==> config.mk <==
export PLATFORM = sky130hd
export DESIGN_NAME = fb_scanout
export DESIGN_NICKNAME = d
export VERILOG_FILES = /design/src/rtl/video_pkg.sv /design/src/rtl/palette_lut.sv /design/src/rtl/fb_scanout.sv
export SDC_FILE = /design/constraint.sdc
export NUM_CORES = 1
export LEC_CHECK = 0
export CAP_MARGIN = 20
export CORE_UTILIZATION = 50
export CTS_CLUSTER_DIAMETER = 60
export DETAILED_ROUTE_END_ITERATION = 6
export GPL_TIMING_DRIVEN = 1
export HOLD_SLACK_MARGIN = 0.02
export PLACE_DENSITY = 0.8
export SLEW_MARGIN = 20
export SYNTH_ARGS = -nofsm -noshare
export SYNTH_HDL_FRONTEND = slang
export SYNTH_SLANG_ARGS = --single-unit
==> constraint.sdc <==
create_clock -name clk -period 10.59 [get_ports clk]
set_clock_uncertainty 0.2 [all_clocks]
set_input_delay 2.6475 -clock clk [delete_from_list [all_inputs] [get_ports clk]]
set_output_delay 2.6475 -clock clk [all_outputs]
set_load 0.005 [all_outputs]
==> src/rtl/video_pkg.sv <==
// +------------------------------------------------------------------+
// | video_pkg : shared 720p timing defaults, address width, types     |
// | Revision  : 1.0                                                   |
// +------------------------------------------------------------------+
`default_nettype none

package video_pkg;

  localparam int unsigned c_H_ACTIVE   = 1280;
  localparam int unsigned c_H_FP       = 110;
  localparam int unsigned c_H_SYNC     = 40;
  localparam int unsigned c_H_BP       = 220;
  localparam int unsigned c_H_TOTAL    = c_H_ACTIVE + c_H_FP + c_H_SYNC + c_H_BP;

  localparam int unsigned c_V_ACTIVE   = 720;
  localparam int unsigned c_V_FP       = 5;
  localparam int unsigned c_V_SYNC     = 5;
  localparam int unsigned c_V_BP       = 20;
  localparam int unsigned c_V_TOTAL    = c_V_ACTIVE + c_V_FP + c_V_SYNC + c_V_BP;

  localparam int unsigned c_FB_LATENCY = 2;
  localparam int unsigned c_FB_ADDR_W  = 20;
  localparam int unsigned c_ID_W       = 6;
  localparam int unsigned c_CH_W       = 8;

  // Colour IDs above this saturate to full intensity.
  localparam logic [c_ID_W-1:0] c_ID_SAT_LAST = 6'd23;
  localparam logic [c_CH_W-1:0] c_ID_STEP     = 8'd11;

  typedef logic [c_FB_ADDR_W-1:0] fb_addr_t;

  typedef struct packed {
    logic fs;
    logic vs;
    logic hs;
    logic de;
  } ctl_t;

endpackage

`default_nettype wire

==> src/rtl/palette_lut.sv <==
// +------------------------------------------------------------------+
// | palette_lut : colour-ID to RGB, registered, blanked when !en_i    |
// | Revision    : 1.0                                                 |
// +------------------------------------------------------------------+
`default_nettype none

module palette_lut
  import video_pkg::*;
(
  input  logic              clk,
  input  logic              rst_n,
  input  logic              en_i,
  input  logic [c_ID_W-1:0] id_i,
  input  logic              mode_i,
  output logic [c_CH_W-1:0] red_o,
  output logic [c_CH_W-1:0] green_o,
  output logic [c_CH_W-1:0] blue_o
);

  logic [c_CH_W-1:0] inten;
  logic [c_CH_W-1:0] red_d, green_d, blue_d;
  logic [c_CH_W-1:0] red_q, green_q, blue_q;

  always_comb begin
    inten   = {2'b00, id_i} * c_ID_STEP;
    if (id_i > c_ID_SAT_LAST) begin
      inten = 8'd255;
    end
    red_d   = '0;
    green_d = '0;
    blue_d  = '0;
    if (en_i) begin
      blue_d = inten;
      if (mode_i) begin
        red_d   = inten >> 1;
        green_d = inten - (inten >> 2);
      end else begin
        red_d   = inten;
        green_d = inten;
      end
    end
  end

  always_ff @(posedge clk) begin
    if (!rst_n) begin
      red_q   <= '0;
      green_q <= '0;
      blue_q  <= '0;
    end else begin
      red_q   <= red_d;
      green_q <= green_d;
      blue_q  <= blue_d;
    end
  end

  assign red_o   = red_q;
  assign green_o = green_q;
  assign blue_o  = blue_q;

endmodule

`default_nettype wire

==> src/rtl/fb_scanout.sv <==
// +------------------------------------------------------------------+
// | fb_scanout : raster timing, framebuffer address walk, sync delay  |
// | Revision   : 1.0                                                  |
// +------------------------------------------------------------------+
`default_nettype none

module fb_scanout
  import video_pkg::*;
#(
  parameter int unsigned H_ACTIVE   = c_H_ACTIVE,
  parameter int unsigned H_FP       = c_H_FP,
  parameter int unsigned H_SYNC     = c_H_SYNC,
  parameter int unsigned H_BP       = c_H_BP,
  parameter int unsigned V_ACTIVE   = c_V_ACTIVE,
  parameter int unsigned V_FP       = c_V_FP,
  parameter int unsigned V_SYNC     = c_V_SYNC,
  parameter int unsigned V_BP       = c_V_BP,
  parameter int unsigned FB_LATENCY = c_FB_LATENCY
)(
  input  logic                   clk,
  input  logic                   rst_n,
  input  logic                   color_mode,
  output logic [c_FB_ADDR_W-1:0] fb_addr,
  input  logic [c_ID_W-1:0]      fb_data,
  output logic                   hsync,
  output logic                   vsync,
  output logic                   de,
  output logic [c_CH_W-1:0]      red,
  output logic [c_CH_W-1:0]      green,
  output logic [c_CH_W-1:0]      blue,
  output logic                   frame_start
);

  localparam int unsigned c_H_LEN = H_ACTIVE + H_FP + H_SYNC + H_BP;
  localparam int unsigned c_V_LEN = V_ACTIVE + V_FP + V_SYNC + V_BP;
  localparam int unsigned c_HW    = $clog2(c_H_LEN);
  localparam int unsigned c_VW    = $clog2(c_V_LEN);
  localparam int unsigned c_DEPTH = FB_LATENCY + 1;

  localparam logic [c_HW-1:0] c_H_LAST   = c_HW'(c_H_LEN - 1);
  localparam logic [c_HW-1:0] c_H_ACT    = c_HW'(H_ACTIVE);
  localparam logic [c_HW-1:0] c_HS_BEG   = c_HW'(H_ACTIVE + H_FP);
  localparam logic [c_HW-1:0] c_HS_END   = c_HW'(H_ACTIVE + H_FP + H_SYNC);
  localparam logic [c_VW-1:0] c_V_LAST   = c_VW'(c_V_LEN - 1);
  localparam logic [c_VW-1:0] c_V_ACT    = c_VW'(V_ACTIVE);
  localparam logic [c_VW-1:0] c_VS_BEG   = c_VW'(V_ACTIVE + V_FP);
  localparam logic [c_VW-1:0] c_VS_END   = c_VW'(V_ACTIVE + V_FP + V_SYNC);

  logic [c_HW-1:0] h_cnt_q, h_cnt_d;
  logic [c_VW-1:0] v_cnt_q, v_cnt_d;
  fb_addr_t        addr_q, addr_d;
  logic            mode_q;
  ctl_t            ctl_raw;
  ctl_t            dly_q [c_DEPTH];
  logic            pal_en;

  always_comb begin
    ctl_raw.de = (h_cnt_q < c_H_ACT) && (v_cnt_q < c_V_ACT);
    ctl_raw.hs = (h_cnt_q >= c_HS_BEG) && (h_cnt_q < c_HS_END);
    ctl_raw.vs = (v_cnt_q >= c_VS_BEG) && (v_cnt_q < c_VS_END);
    ctl_raw.fs = (h_cnt_q == '0) && (v_cnt_q == '0);
  end

  // The address walks linearly through visible pixels; blanking simply holds it,
  // so the start of each line is already y*H_ACTIVE without any multiply.
  always_comb begin
    h_cnt_d = h_cnt_q + 1'b1;
    v_cnt_d = v_cnt_q;
    if (h_cnt_q == c_H_LAST) begin
      h_cnt_d = '0;
      v_cnt_d = (v_cnt_q == c_V_LAST) ? '0 : v_cnt_q + 1'b1;
    end
    addr_d = addr_q;
    if ((h_cnt_d == '0) && (v_cnt_d == '0)) begin
      addr_d = '0;
    end else if (ctl_raw.de) begin
      addr_d = addr_q + 1'b1;
    end
  end

  always_ff @(posedge clk) begin
    if (!rst_n) begin
      h_cnt_q <= '0;
      v_cnt_q <= '0;
      addr_q  <= '0;
      mode_q  <= 1'b0;
      for (int i = 0; i < c_DEPTH; i++) begin
        dly_q[i] <= '0;
      end
    end else begin
      h_cnt_q  <= h_cnt_d;
      v_cnt_q  <= v_cnt_d;
      addr_q   <= addr_d;
      if (ctl_raw.fs) begin
        mode_q <= color_mode;
      end
      dly_q[0] <= ctl_raw;
      for (int i = 1; i < c_DEPTH; i++) begin
        dly_q[i] <= dly_q[i-1];
      end
    end
  end

  // Palette enable is the data-enable that travelled alongside fb_data's latency.
  if (FB_LATENCY == 0) begin : g_en_raw
    assign pal_en = ctl_raw.de;
  end else begin : g_en_dly
    assign pal_en = dly_q[FB_LATENCY-1].de;
  end

  palette_lut u_palette (
    .clk     (clk),
    .rst_n   (rst_n),
    .en_i    (pal_en),
    .id_i    (fb_data),
    .mode_i  (mode_q),
    .red_o   (red),
    .green_o (green),
    .blue_o  (blue)
  );

  assign fb_addr     = addr_q;
  assign de          = dly_q[c_DEPTH-1].de;
  assign hsync       = dly_q[c_DEPTH-1].hs;
  assign vsync       = dly_q[c_DEPTH-1].vs;
  assign frame_start = dly_q[c_DEPTH-1].fs;

endmodule

`default_nettype wire

==> results.sh <==
export IMPL_h_tree_lvl_count=3
export IMPL_cts_hold_buffers_added=0
export IMPL_worstSetupEndpointType="register"
export IMPL_cts_repair_resized=0
export IMPL_timing_critical_path_buf_inv=2
export IMPL_slew_limit_headroom_pct=32.5
export IMPL_sequential_area_share_after_synthesis_pct=35.6
export IMPL_grt_first_pass_wirelength_um=16000
export IMPL_worstPathCellList="clkdlybuf4s50_1, ha_1, fa_1, ha_1, a21oi_1, xnor2_1, nand2b_1, inv_1, ha_1, a21boi_0, o31ai_1, a21bo_2, a211oi_1"
export IMPL_setup_violations=0
export IMPL_min_period_ps=6230
export IMPL_asyncSetResetFlopFracSynth_pct=0
export IMPL_layout_common_cells="dfxtp_1, clkdlybuf4s50_1, nor2_1, inv_1, a21oi_1"
export IMPL_setup_worst_path_class="in2reg"
export IMPL_route_vias_total=3750
export IMPL_synth_cell_types=62
export IMPL_multiInputGateArea_um2=2560
export IMPL_die_area_um2=9150
export IMPL_max_clock_path_buffers=2
export IMPL_critical_path_slowest_cell="clkdlybuf4s50_1"
export IMPL_post_synth_inst_count=503
export IMPL_synth_main_ff_cell="dfxtp_1"
export IMPL_synth_warnings=0
export IMPL_grt_setup_unrepaired="no"
export IMPL_pwr_density_cell_nw_per_um2=128
export IMPL_largest_net_degree_at_the_start_of_global_routing=28
export IMPL_worstRegToRegCells=7
export IMPL_grt_overflow_total=0
export IMPL_post_route_antenna_net_violation_count=0
export IMPL_post_layout_total_power_mw=0.657
export IMPL_source_of_the_critical_timing_path="fb_data[3]"
export IMPL_dieWidth_um=95.7
export IMPL_num_antenna_cells=0
export IMPL_seqCellArea_um2=1560
export IMPL_tritoncts_buffers=9
export IMPL_fin_cells=653
export IMPL_finalSetupTns_ps=0
export IMPL_routed_wl_um=9600
export IMPL_crit_reg2reg_launch="h_cnt_q[4]"
export IMPL_synthesis_nets=543
export IMPL_tritoncts="done"
export IMPL_grt_use_total_pct=22.3
export IMPL_timing_hold_worst_path_depth=1
export IMPL_timing_critical_path_slowest_cell_delay_ps=550
export IMPL_critPathMostFrequentCell="ha_1"
export IMPL_clkTransAtPathRegs_ps=80
export IMPL_hold_viol=0
export IMPL_die_h_um=95.7
export IMPL_hpwlAfterDp_um=6790
export IMPL_drtIter0Drc=178
export IMPL_place_port_buffers=56
export IMPL_worstSetupStartpointType="primary input"
export IMPL_io_pins=57
export IMPL_critical_path_arrival_ps=6280
export IMPL_hold_path_end="dly_q[0][6]"
export IMPL_cts_post_setup_buffers_inserted=0
export IMPL_run_status="finished, final reports clean"
export IMPL_clockRootBuffer="clkbuf_8"
export IMPL_initial_util_pct=52.6
export IMPL_drt_drc_violations_left=0
export IMPL_timing_critical_path_fanout_max=5
export IMPL_layout_drive_gt1_share_pct=9.49
export IMPL_timing_critical_path_required_ps=10640
export IMPL_vdd_ir_drop_worst_uv=60.8
export IMPL_place_gp_congestion=0.882
export IMPL_worst_path_dominant_cell_family="adder cells"
export IMPL_report_final_slew_viol_count=0
export IMPL_place_area_um2=4950
export IMPL_hp_class="reg2reg"
export IMPL_syn_to_final_growth_pct=17.3
export IMPL_synth_edf_count=0
export IMPL_drv_cap=0
export IMPL_setup_slack_on_the_worst_flop_to_flop_path_ps=7310
export IMPL_numClockSinks=78
export IMPL_place_detailed_instances=637
export IMPL_detail_route_vias_per_cell=5.74
export IMPL_design_core_area_um2=8340
export IMPL_antenna_violations_before_repair=0
export IMPL_worst_slew_pin_slew_ps=1010
export IMPL_fp_row_count=33
export IMPL_syn_cell_area_um2=4390
export IMPL_post_route_cell_area_um2=5150
export IMPL_drt_pass1_iter_count=4
export IMPL_mostFrequentLayoutCell="dfxtp_1"
export IMPL_nets=583
export IMPL_syn_mean_instance_area_um2=8.72
export IMPL_reg2reg_to="fb_addr[4]"
export IMPL_finalCritPeriodShare_pct=58.8
export IMPL_insertion_delay_ps=360
export IMPL_first_global_vias=3531
export IMPL_hold_start="dly_q[0][2]"
export IMPL_routed_wire_per_std_cell_um=14.7
export IMPL_max_freq_mhz=161
export IMPL_fillerInstances=711
export IMPL_leakage_nw=1.91
export IMPL_synth_ff_latch_count=78
[registers in the layout (all words and copies together) (netlist names)]
name and cells:
u_palette.red_o 8, v_cnt_q 10, u_palette.blue_o 8, mode_q 1, u_palette.green_o 8, h_cnt_q 11
dly_q 12, fb_addr 20
[cells in the mapped netlist (all sizes together), types with 2 or more instances]
cell	instances	share of area [%]
a21boi	2	0.34
ha	27	7.7
a31oi	3	0.43
nand2b	4	0.57
a21oi	34	4.4
fa	4	1.8
o31a	4	0.80
xor2	8	1.6
and2	12	1.7
o21a	5	0.86
xnor2	22	4.4
nor3b	3	0.51
nor2	54	4.6
and4	2	0.40
o22ai	4	0.57
buf	14	2.1
o21ai	22	2.5
a31o	2	0.40
and3	5	0.71
a21o	5	0.86
o31ai	2	0.34
nand2	27	2.4
nand4b	3	0.94
clkbuf	15	1.3
or2	2	0.29
inv	31	2.7
nor4b	2	0.40
mux2i	4	0.91
nor2b	4	0.57
nand3	19	2.3
nand4	9	1.3
nor4	13	2.5
dfxtp	78	36
nor3	19	2.4
a211oi	22	5.5
or3	2	0.29
[cell type report]
type / count / area share (%)
multi-input combinational: 364 / 49.7
sequential: 78 / 30.3
timing repair buffer: 58 / 11.2
tap: 105 / 2.55
clock buffer: 9 / 2.41
inverter: 32 / 2.33
clock inverter: 7 / 1.46
[through the flow]
step	utilization (%)	hold slack, ps	worst slack (ps)
finish	61.7	237	4360
global route	61.7	257	4100
CTS	61.7	239	4370
detailed placement	59.3	219	4060
global placement	59.3	214	4220
floorplan	-	212	4880
[report_power, final]
group          internal [mW]  switching (mW)
combinational         0.0573          0.0666
clock                  0.109           0.115
sequential             0.302         0.00713
total                  0.468           0.189
[per-layer routing]
layer | share of wire [%] | wire length, um | vias to the layer above | GRT usage, %
met1 | 45 | 4350 | 1788 | 27.7
li1 | - | - | 1853 | -
met3 | 4.0 | 386 | 17 | 3.27
met2 | 49 | 4660 | 92 | 38.0
met5 | 0 | 0 | - | 0
met4 | 2.2 | 208 | 0 | 10.3
[logic make-up after synthesis]
group           share of synthesized area (%)
simple gates                             22.8
xor+xnor                                 5.99
compound gates                           19.0
buf+inv                                  6.16
fa+ha+maj                                9.53
mux                                     0.913
flops                                    35.6
[worst max path at each step]
stage,slack (ps),endpoint,cells past startpoint
detailed placement,4060,u_palette.green_o[5],13
finish,4360,u_palette.green_o[5],13
floorplan,4880,u_palette.green_o[5],13
global placement,4220,u_palette.green_o[5],13
global route,4100,u_palette.green_o[5],13
CTS,4370,u_palette.green_o[5],13
(Power assumes the default switching activity.)
